**config.mk**
```make
export PLATFORM = sky130hd
export DESIGN_NAME = pipe_adder_flags
export DESIGN_NICKNAME = d
export VERILOG_FILES = /design/src/rtl/pipe_adder_flags.sv
export SDC_FILE = /design/constraint.sdc
export NUM_CORES = 1
export LEC_CHECK = 0
export ABC_AREA = 1
export CORE_MARGIN = 5
export CORE_UTILIZATION = 30
export CTS_CLUSTER_SIZE = 20
export DETAILED_ROUTE_END_ITERATION = 7
export PLACE_DENSITY = 0.52
export SYNTH_ARGS = -nofsm -noshare
export SYNTH_HDL_FRONTEND = slang
export SYNTH_SLANG_ARGS = --single-unit
export TNS_END_PERCENT = 5
```
**constraint.sdc**
```tcl
create_clock -name clk -period 2.42 [get_ports clk]
set_input_delay 0.726 -clock clk [delete_from_list [all_inputs] [get_ports clk]]
set_output_delay 0.726 -clock clk [all_outputs]
set_load 0.01 [all_outputs]
```
**src/rtl/pipe_adder_flags.sv**
```systemverilog
// Pipelined add/sub/adc unit with N/Z/C/V flags and valid/ready handshake.
// Define PIPE_ADDER_SAT_EN to build signed-saturating add for op 2'b11.
module pipe_adder_flags #(
  parameter int unsigned WIDTH  = 32,
  parameter int unsigned STAGES = 4
) (
  input  logic             clk,
  input  logic             rst_n,
  input  logic             flush,
  input  logic             in_valid,
  output logic             in_ready,
  input  logic [WIDTH-1:0] a,
  input  logic [WIDTH-1:0] b,
  input  logic [1:0]       op,
  input  logic             cin,
  output logic             out_valid,
  input  logic             out_ready,
  output logic [WIDTH-1:0] sum,
  output logic             N,
  output logic             Z,
  output logic             C,
  output logic             V
);

  localparam int unsigned CW   = WIDTH / STAGES;
  localparam int unsigned LAST = STAGES - 1;

  typedef enum logic [1:0] {
    OP_ADD  = 2'b00,
    OP_SUB  = 2'b01,
    OP_ADC  = 2'b10,
    OP_SADD = 2'b11
  } op_e;

  // Per-stage state: operands, partial sum, chunk carry and zero accumulator.
  logic             vld_q  [STAGES];
  logic [WIDTH-1:0] a_q    [STAGES];
  logic [WIDTH-1:0] b_q    [STAGES];
  logic [WIDTH-1:0] s_q    [STAGES];
  logic             cy_q   [STAGES];
  logic             zacc_q [STAGES];

  logic             vld_d  [STAGES];
  logic [WIDTH-1:0] a_d    [STAGES];
  logic [WIDTH-1:0] b_d    [STAGES];
  logic [WIDTH-1:0] s_d    [STAGES];
  logic             cy_d   [STAGES];
  logic             zacc_d [STAGES];

`ifdef PIPE_ADDER_SAT_EN
  op_e              op_q   [STAGES];
  op_e              op_d   [STAGES];
`endif

  logic [WIDTH-1:0] b_eff;
  logic             cin_eff;
  logic [CW:0]      csum;
  logic [WIDTH-1:0] fin_sum;
  logic             fin_n, fin_z, fin_v, a_msb, b_msb;
  logic             stall;

  logic [WIDTH-1:0] sum_q;
  logic             n_q, z_q, c_q, v_q;

  function automatic logic [CW:0] add_chunk(input logic [CW-1:0] x,
                                            input logic [CW-1:0] y,
                                            input logic          ci);
    return {1'b0, x} + {1'b0, y} + {{CW{1'b0}}, ci};
  endfunction

  assign stall     = vld_q[LAST] & ~out_ready;
  assign in_ready  = ~stall;
  assign out_valid = vld_q[LAST];
  assign sum       = sum_q;
  assign N         = n_q;
  assign Z         = z_q;
  assign C         = c_q;
  assign V         = v_q;

  always_comb begin
    b_eff   = b;
    cin_eff = 1'b0;
    case (op_e'(op))
      OP_SUB: begin
        b_eff   = ~b;
        cin_eff = 1'b1;
      end
      OP_ADC:  cin_eff = cin;
      default: ;
    endcase
  end

  // Stage 0 consumes the live inputs; stage k consumes register k-1.
  always_comb begin
    csum       = add_chunk(a[0 +: CW], b_eff[0 +: CW], cin_eff);
    vld_d[0]   = in_valid;
    a_d[0]     = a;
    b_d[0]     = b_eff;
    s_d[0]     = '0;
    s_d[0][0 +: CW] = csum[CW-1:0];
    cy_d[0]    = csum[CW];
    zacc_d[0]  = (csum[CW-1:0] == '0);
`ifdef PIPE_ADDER_SAT_EN
    op_d[0]    = op_e'(op);
`endif
    for (int unsigned k = 1; k < STAGES; k++) begin
      csum      = add_chunk(a_q[k-1][k*CW +: CW], b_q[k-1][k*CW +: CW], cy_q[k-1]);
      vld_d[k]  = vld_q[k-1];
      a_d[k]    = a_q[k-1];
      b_d[k]    = b_q[k-1];
      s_d[k]    = s_q[k-1];
      s_d[k][k*CW +: CW] = csum[CW-1:0];
      cy_d[k]   = csum[CW];
      zacc_d[k] = zacc_q[k-1] & (csum[CW-1:0] == '0);
`ifdef PIPE_ADDER_SAT_EN
      op_d[k]   = op_q[k-1];
`endif
    end
  end

  always_comb begin
    a_msb   = a_d[LAST][WIDTH-1];
    b_msb   = b_d[LAST][WIDTH-1];
    fin_v   = (a_msb == b_msb) && (s_d[LAST][WIDTH-1] != a_msb);
    fin_sum = s_d[LAST];
    fin_z   = zacc_d[LAST];
`ifdef PIPE_ADDER_SAT_EN
    // Saturated values are never zero, so Z is forced low alongside.
    if (op_d[LAST] == OP_SADD && fin_v) begin
      fin_sum = a_msb ? {1'b1, {(WIDTH-1){1'b0}}} : {1'b0, {(WIDTH-1){1'b1}}};
      fin_z   = 1'b0;
    end
`endif
    fin_n = fin_sum[WIDTH-1];
  end

  always_ff @(posedge clk or negedge rst_n) begin
    if (!rst_n) begin
      for (int unsigned k = 0; k < STAGES; k++) begin
        vld_q[k]  <= 1'b0;
        a_q[k]    <= '0;
        b_q[k]    <= '0;
        s_q[k]    <= '0;
        cy_q[k]   <= 1'b0;
        zacc_q[k] <= 1'b0;
`ifdef PIPE_ADDER_SAT_EN
        op_q[k]   <= OP_ADD;
`endif
      end
      sum_q <= '0;
      n_q   <= 1'b0;
      z_q   <= 1'b0;
      c_q   <= 1'b0;
      v_q   <= 1'b0;
    end else begin
      if (!stall) begin
        for (int unsigned k = 0; k < STAGES; k++) begin
          a_q[k]    <= a_d[k];
          b_q[k]    <= b_d[k];
          s_q[k]    <= s_d[k];
          cy_q[k]   <= cy_d[k];
          zacc_q[k] <= zacc_d[k];
`ifdef PIPE_ADDER_SAT_EN
          op_q[k]   <= op_d[k];
`endif
        end
        sum_q <= fin_sum;
        n_q   <= fin_n;
        z_q   <= fin_z;
        c_q   <= cy_d[LAST];
        v_q   <= fin_v;
      end
      for (int unsigned k = 0; k < STAGES; k++) begin
        if (flush)       vld_q[k] <= 1'b0;
        else if (!stall) vld_q[k] <= vld_d[k];
      end
    end
  end

endmodule

```
==> results of run 1 <==
## cells by family after synthesis
kind of cell | count (synthesis) | share of synthesized area (%)
AOI/OAI and AO/OA | 142 | 8.41
xor gates and xnor gates | 39 | 3.85
adders and majority gates | 38 | 6.03
buffers and inverters | 134 | 6.51
DFF | 189 | 53.2
and+or+nand+nor | 485 | 22.0
## metrics by stage
stage / instances / hold slack [ns] / total power [mW] / TNS, ns / area (µm²)
floorplan: 1027 / 0.430 / 5.18 / -0.966 / 8890
global placement: 1510 / 0.456 / 6.13 / -5.85 / 10500
detailed placement: 1510 / 0.459 / 6.16 / -6.53 / 10500
CTS: 1542 / 0.233 / 8.95 / -0.0228 / 11100
global route: 1542 / 0.247 / 9.41 / -0.0687 / 11200
finish: 1542 / 0.241 / 8.79 / 0 / 11200
## power by group through the flow
stage | sequential [mW] | combinational, mW | clock [mW]
floorplan | 4.13 | 1.05 | 0
global placement | 4.09 | 2.03 | 0
detailed placement | 4.11 | 2.05 | 0
CTS | 4.05 | 2.07 | 2.83
global route | 4.12 | 2.32 | 2.96
finish | 4.04 | 2.03 | 2.73
## metal layers
metal,share of wire (%),vias up
li1,-,3442
met1,51,2978
met2,45,79
met3,2.8,15
met4,1.2,0
met5,0,-
## final cells by class
cell class	count	area (µm²)	share of cell area [%]
Timing Repair Buffer	138	1400	12.6
Sequential cell	189	4730	42.3
Tap cell	390	488	4.37
Inverter	89	342	3.06
Multi-Input combinational cell	704	3640	32.5
Clock inverter	13	125	1.12
Clock buffer	19	453	4.05
## timing repair
action | 4_1_cts | 5_1_grt
pin swaps | 7 | 8
setup endpoints to repair | 9 | 5
gates resized for setup | 18 | 8
## state kept, by name (all words and copies together), names as in the netlist
register	count
C	1
V	1
Z	1
a_d	48
b_d	48
cy_q	3
fin_sum	24
out_valid	1
s_d	24
sum	32
vld_d	3
zacc_q	3
## critical path, cell delays in order
cell,delay (ns)
buf_8,0.10
inv_4,0.05
ha_4,0.19
o21bai_4,0.17
fa_2,0.41
fa_2,0.55
inv_2,0.04
nor3_2,0.16
nand3_1,0.10
nor2_1,0.11
nand3_1,0.08
nand2_1,0.06
## cells in the mapped netlist (all sizes together)
| master | number | area [µm²] |
|---|---|---|
| a21o | 2 | 15.0 |
| a21oi | 18 | 101 |
| a31oi | 4 | 25.0 |
| buf | 36 | 210 |
| clkbuf | 9 | 33.8 |
| dfrtp | 189 | 4730 |
| fa | 8 | 160 |
| ha | 30 | 375 |
| inv | 89 | 334 |
| nand2 | 411 | 1560 |
| nand3 | 31 | 170 |
| nand3b | 12 | 90.1 |
| nand4 | 4 | 25.0 |
| nor2 | 26 | 97.6 |
| nor3 | 1 | 5.00 |
| o21a | 4 | 30.0 |
| o21ai | 112 | 561 |
| o21bai | 1 | 7.51 |
| o31ai | 1 | 7.51 |
| xnor2 | 31 | 272 |
| xor2 | 8 | 70.1 |
## how the worst min path moves through the flow
stage                     startpoint      end  slack, ns  depth (start not counted)
after floorplan                rst_n        C       0.43                          0
after global placement       sum[21]  sum[21]       0.46                          2
after detailed placement     s_d[32]  s_d[32]       0.46                          2
after CTS                      rst_n  b_d[82]       0.23                          1
after global routing           rst_n  b_d[82]       0.25                          1
final                          rst_n  a_d[74]       0.24                          1
==> impl_results.md, run 1 <==
- Initial DRT Pass Iterations: 4
- Final #Nets: 1249
- CP Data Required Time: 2.78 ns
- Routed wire length: 19100 µm
- Clock Tree Buf Depth: 2
- Hold Crit Class: in -> async
- Crit Path Class: in -> reg
- Sw Ratio: roughly 30%
- Ant diodes: 0
- Slew HR: 72.8%
- Via count: 6514
- Crit path launch type: primary input
- Number of global-route vias before repair: 6587
- Number of clock sinks: 189
- Crit-path max FO: 2
- Warnings, synthesis: 0
- Wire per inst: 12.4 µm
- CP arrival: 2.74 ns
- Die area: roughly 33000 µm²
- H-tree depth: 4
- Syn-to-layout area delta: 25.8%
- Initial Util: 30.2%
- Worst vdd ir: 0.437 mV
- Share of cells above drive strength 1: 7.90%
- CTS Buf Count: 17
- Comb pwr share: a little under a quarter
- Post-CTS Setup Inserts: 0
- Largest net degree at the start of global routing: 71
- Tot GR Track Use: between 10% and 20%
- Clk Latency, worst-skew pair: 0.43 ns
- Outcome: completed
- Post-Syn Area: 8880 µm²
- DPL Wire Length: about 14000 µm
- Critical path endpoint: zacc_q[3]
- Port Buf Inserts: roughly 110
- Clock slew at reported path FFs: 0.07 ns
- Worst Tran Pin Value: 0.408 ns
- Grt met2 use: approximately a fifth
- NetSw: 2.64 mW
- Most common cell after layout, fill and taps aside: nand2_1
- Syn avg cell area: 8.65 µm²
- Grt met3 use: 2.31%
- Cells after Synth: 1027
- Net count after synthesis: ~1.1k
- Root Driver: clkbuf_16
- Reg-to-reg startpoint: cy_q[2]
- Drt drc: 0
- First-pass GRT wire length: 33200 µm
- Setup violations, final: 0
- CTS tree: done
- Met1 usage: 17.2%
- Die height: about 180 µm
- Worst Skew: 0.0125 ns
- Setup crit start: op[0]
- Slew Limit Fails: 0
- Antenna-violating nets left: 0
- I/O pin count: 110
- Chip Width: 182 µm
- Core Rows: 63
- Setup WS pre-CTS: -0.829 ns
- Period utilization: around 98%
- Initial antenna violation count: 1
- Distinct cells, synth: 28
- Filler Cell Count: 2982
- #FFs+latches synth: approximately 190
- Power share of the sequential group: 45.9%
- Via density per instance: 4.22
- RSZ-0062 raised after global routing: yes
- Worst R2R Setup Slack: 0.29 ns
- Initial DRC count: about 320
- Int Pwr: 6.15 mW
- Overflow after GRT: 0
- Commonest non-fill, non-tap cells in the layout: nand2_1 (405), dfrtp_1 (189), o21ai_0 (107)
- F_max: 420 MHz
- Fin. Hold Viols: 0
- R2r worst-path depth: 9
- RR Endpoint: zacc_q[1]
- Max-cap violations: 0
- Final worst slack: ~0.04 ns
- Hold_buf cts: 0
- Worst setup EP type: flip-flop
- Power Dens Cells: between 700 and 800 nW/µm²
- Register area share after synthesis: 53.2%
- Gpl congestion: 0.779
- Pleak: between 5 and 6 nW
- Layer with the highest usage: met2
- Post-layout util: 38.0%
- Clock power frac: 31.0%
- Final min period: 2.38 ns
- CORE AREA: just under 30000 µm²
No activity file was read; power rests on OpenSTA's default activity.
==> inputs of run 2 (changes only) <==
clock period = 2.7 ns   (was 2.42 ns; I/O delays follow)
==> run 2 against run 1 <==
Net effect: clock-buffer cell count down 2; first-iteration DRC count down 14%; register-to-register slack better by 0.22 ns; power down 8.6%; die area unchanged; worst setup slack better by 0.17 ns; non-clock buffer count down 3.
==> impl_results.md, run 2 (synthesis gave the netlist of run 1 again) <==
- Sw Ratio: 30.6% (was 30.1%)
- Initial DRT Pass Iterations: 4 (unchanged)
- Chip Width: 182 µm (unchanged)
- Final worst slack: 0.205 ns (was 0.0400 ns)
- Via count: 6553 (was 6514)
- RSZ-0062 raised after global routing: no (was yes)
- Setup violations, final: 0 (unchanged)
- Reg-to-reg startpoint: cy_q[2] (unchanged)
- NetSw: 2.46 mW (was 2.64 mW)
- RR Endpoint: zacc_q[1] (unchanged)
- Commonest non-fill, non-tap cells in the layout: nand2_1 (405), dfrtp_1 (189), o21ai_0 (107) (unchanged)
- Clock slew at reported path FFs: 0.08 ns (was 0.07 ns)
- Tot GR Track Use: 11.9% (was 12.1%)
- Initial DRC count: 275 (was 319)
- Comb pwr share: 22.5% (was 23.0%)
- R2r worst-path depth: 9 (unchanged)
- Number of clock sinks: 189 (unchanged)
- Via density per instance: 4.26 (was 4.22)
- Largest net degree at the start of global routing: 88 (was 71)
- Initial Util: 30.2% (unchanged)
- Critical path endpoint: zacc_q[3] (unchanged)
- Worst setup EP type: flip-flop (unchanged)
- Worst Skew: 0.00999 ns (was 0.0125 ns)
- First-pass GRT wire length: 32800 µm (was 33200 µm)
- Core Rows: 63 (unchanged)
- Number of global-route vias before repair: 6656 (was 6587)
- Slew HR: 66.4% (was 72.8%)
- Placed cells: 1507 (was 1510)
- Clock power frac: 32.4% (was 31.0%)
- I/O pin count: 110 (unchanged)
- Post-route cell area: 11200 µm² (unchanged)
- Clock Tree Buf Depth: 2 (unchanged)
- DPL Wire Length: 13800 µm (about the same)
- Post-layout util: 38.0% (unchanged)
- Filler Cell Count: 3034 (was 2982)
- CTS Buf Count: 17 (unchanged)
- Initial antenna violation count: 1 (unchanged)
- CORE AREA: 29400 µm² (unchanged)
- Worst vdd ir: 0.415 mV (was 0.437 mV)
- Antenna-violating nets left: 0 (unchanged)
- Worst R2R Setup Slack: 0.51 ns (was 0.29 ns)
- Crit path launch type: primary input (unchanged)
- Period utilization: 92.4%
- Gpl congestion: 0.777 (was 0.779)
- Int Pwr: 5.57 mW (was 6.15 mW)
- Clk Latency, worst-skew pair: 0.43 ns (about the same)
- Port Buf Inserts: 109 (unchanged)
- Pleak: 5.34 nW (about the same)
- Outcome: completed (unchanged)
- Drt drc: 0 (unchanged)
- Die area: 33100 µm² (unchanged)
- Root Driver: clkbuf_16 (unchanged)
- Power Dens Cells: 719 nW/µm² (was 787 nW/µm²)
- Slew Limit Fails: 0 (unchanged)
- Final #Nets: 1246 (was 1249)
- Most common cell after layout, fill and taps aside: nand2_1 (unchanged)
- Post-place instance area: 10500 µm² (about the same)
- Crit-path max FO: 4 (was 2)
- Power share of the sequential group: 45.1% (was 45.9%)
- Final min period: 2.49 ns
- Wire per inst: 12.5 µm (was 12.4 µm)
- Worst Tran Pin Value: 0.504 ns (was 0.408 ns)
- Fin. Hold Viols: 0 (unchanged)
- Die height: 182 µm (unchanged)
- Syn-to-layout area delta: 25.8% (unchanged)
- Worst hold slack: 0.269 ns (was 0.241 ns)
- Setup crit start: op[0] (unchanged)
- Hold Crit Class: in -> async (unchanged)
- CP Data Required Time: 3.07 ns (was 2.78 ns)
- Routed wire length: 19200 µm (was 19100 µm)
- Finished Layout Cells: 1539 (was 1542)
- Share of cells above drive strength 1: 7.66% (was 7.90%)
- CTS tree: done (unchanged)
- Setup WS pre-CTS: -0.657 ns (was -0.829 ns)
- Crit Path Class: in -> reg (unchanged)
- CP arrival: 2.86 ns (was 2.74 ns)
- H-tree depth: 4 (unchanged)
- Max-cap violations: 0 (unchanged)
- Ant diodes: 0 (unchanged)
- Post-CTS Setup Inserts: 0 (unchanged)
- F_max: 401 MHz
- Overflow after GRT: 0 (unchanged)
## run 2: final cells by class
cell class / instances / area (µm²) / area share (%)
flip-flops and latches: 189 / 4730 / 42.3
clock inverters: 15 / 191 / 1.71
multi-input cells: 704 / 3640 / 32.6
well taps: 390 / 488 / 4.37
repair buffers: 135 / 1360 / 12.2
clock buffers: 17 / 425 / 3.81
inverters: 89 / 339 / 3.03
## run 2: critical path, cell delays in order
cell	delay (ns)
buf_2	0.12
buf_6	0.11
ha_4	0.18
xnor2_4	0.13
fa_2	0.39
fa_2	0.55
inv_2	0.04
nor3_2	0.16
nand3_1	0.10
nor2_1	0.11
nand3_1	0.09
nand2_1	0.07
## run 2: power by group through the flow
stage | Clock, mW | Combinational [mW] | Sequential, mW
6_report | 2.60 | 1.81 | 3.62
5_1_grt | 2.81 | 2.06 | 3.70
4_1_cts | 2.70 | 1.85 | 3.64
3_5_place_dp | 0 | 1.83 | 3.69
3_3_place_gp | 0 | 1.81 | 3.67
2_1_floorplan | 0 | 0.942 | 3.70
## run 2: stage by stage
| stage | TNS, ns | power (mW) |
|---|---|---|
| 2_1_floorplan | -0.171 | 4.64 |
| 3_3_place_gp | -3.48 | 5.48 |
| 3_5_place_dp | -4.05 | 5.52 |
| 4_1_cts | 0 | 8.18 |
| 5_1_grt | 0 | 8.57 |
| 6_report | 0 | 8.04 |
## run 2: worst min path at each step
stage / start / endpoint / slack, ns / cells after the start
after floorplan: a_d[56] / a_d[56] / 0.44 / 2
after global placement: sum[23] / sum[23] / 0.46 / 2
after detailed placement: fin_sum[23] / sum[23] / 0.46 / 2
after CTS: rst_n / a_d[72] / 0.27 / 1
after global routing: rst_n / a_d[72] / 0.29 / 1
final: rst_n / a_d[72] / 0.27 / 1
## run 2: what timing repair did
| action | CTS | global route |
|---|---|---|
| setup endpoints to repair | 4 | 2 |
| pin swaps | 5 | 9 |
| hold buffers | 0 | 0 |
| resized for setup | 10 | 13 |
## run 2: layer usage
metal  global-route usage [%]  routed length (µm)  vias up
li1                         -                   -     3443
met1                     16.6                9610     3001
met2                     19.0                8690       92
met3                     2.41                 660       15
met4                     3.27                 190        2
met5                        0                  13        -
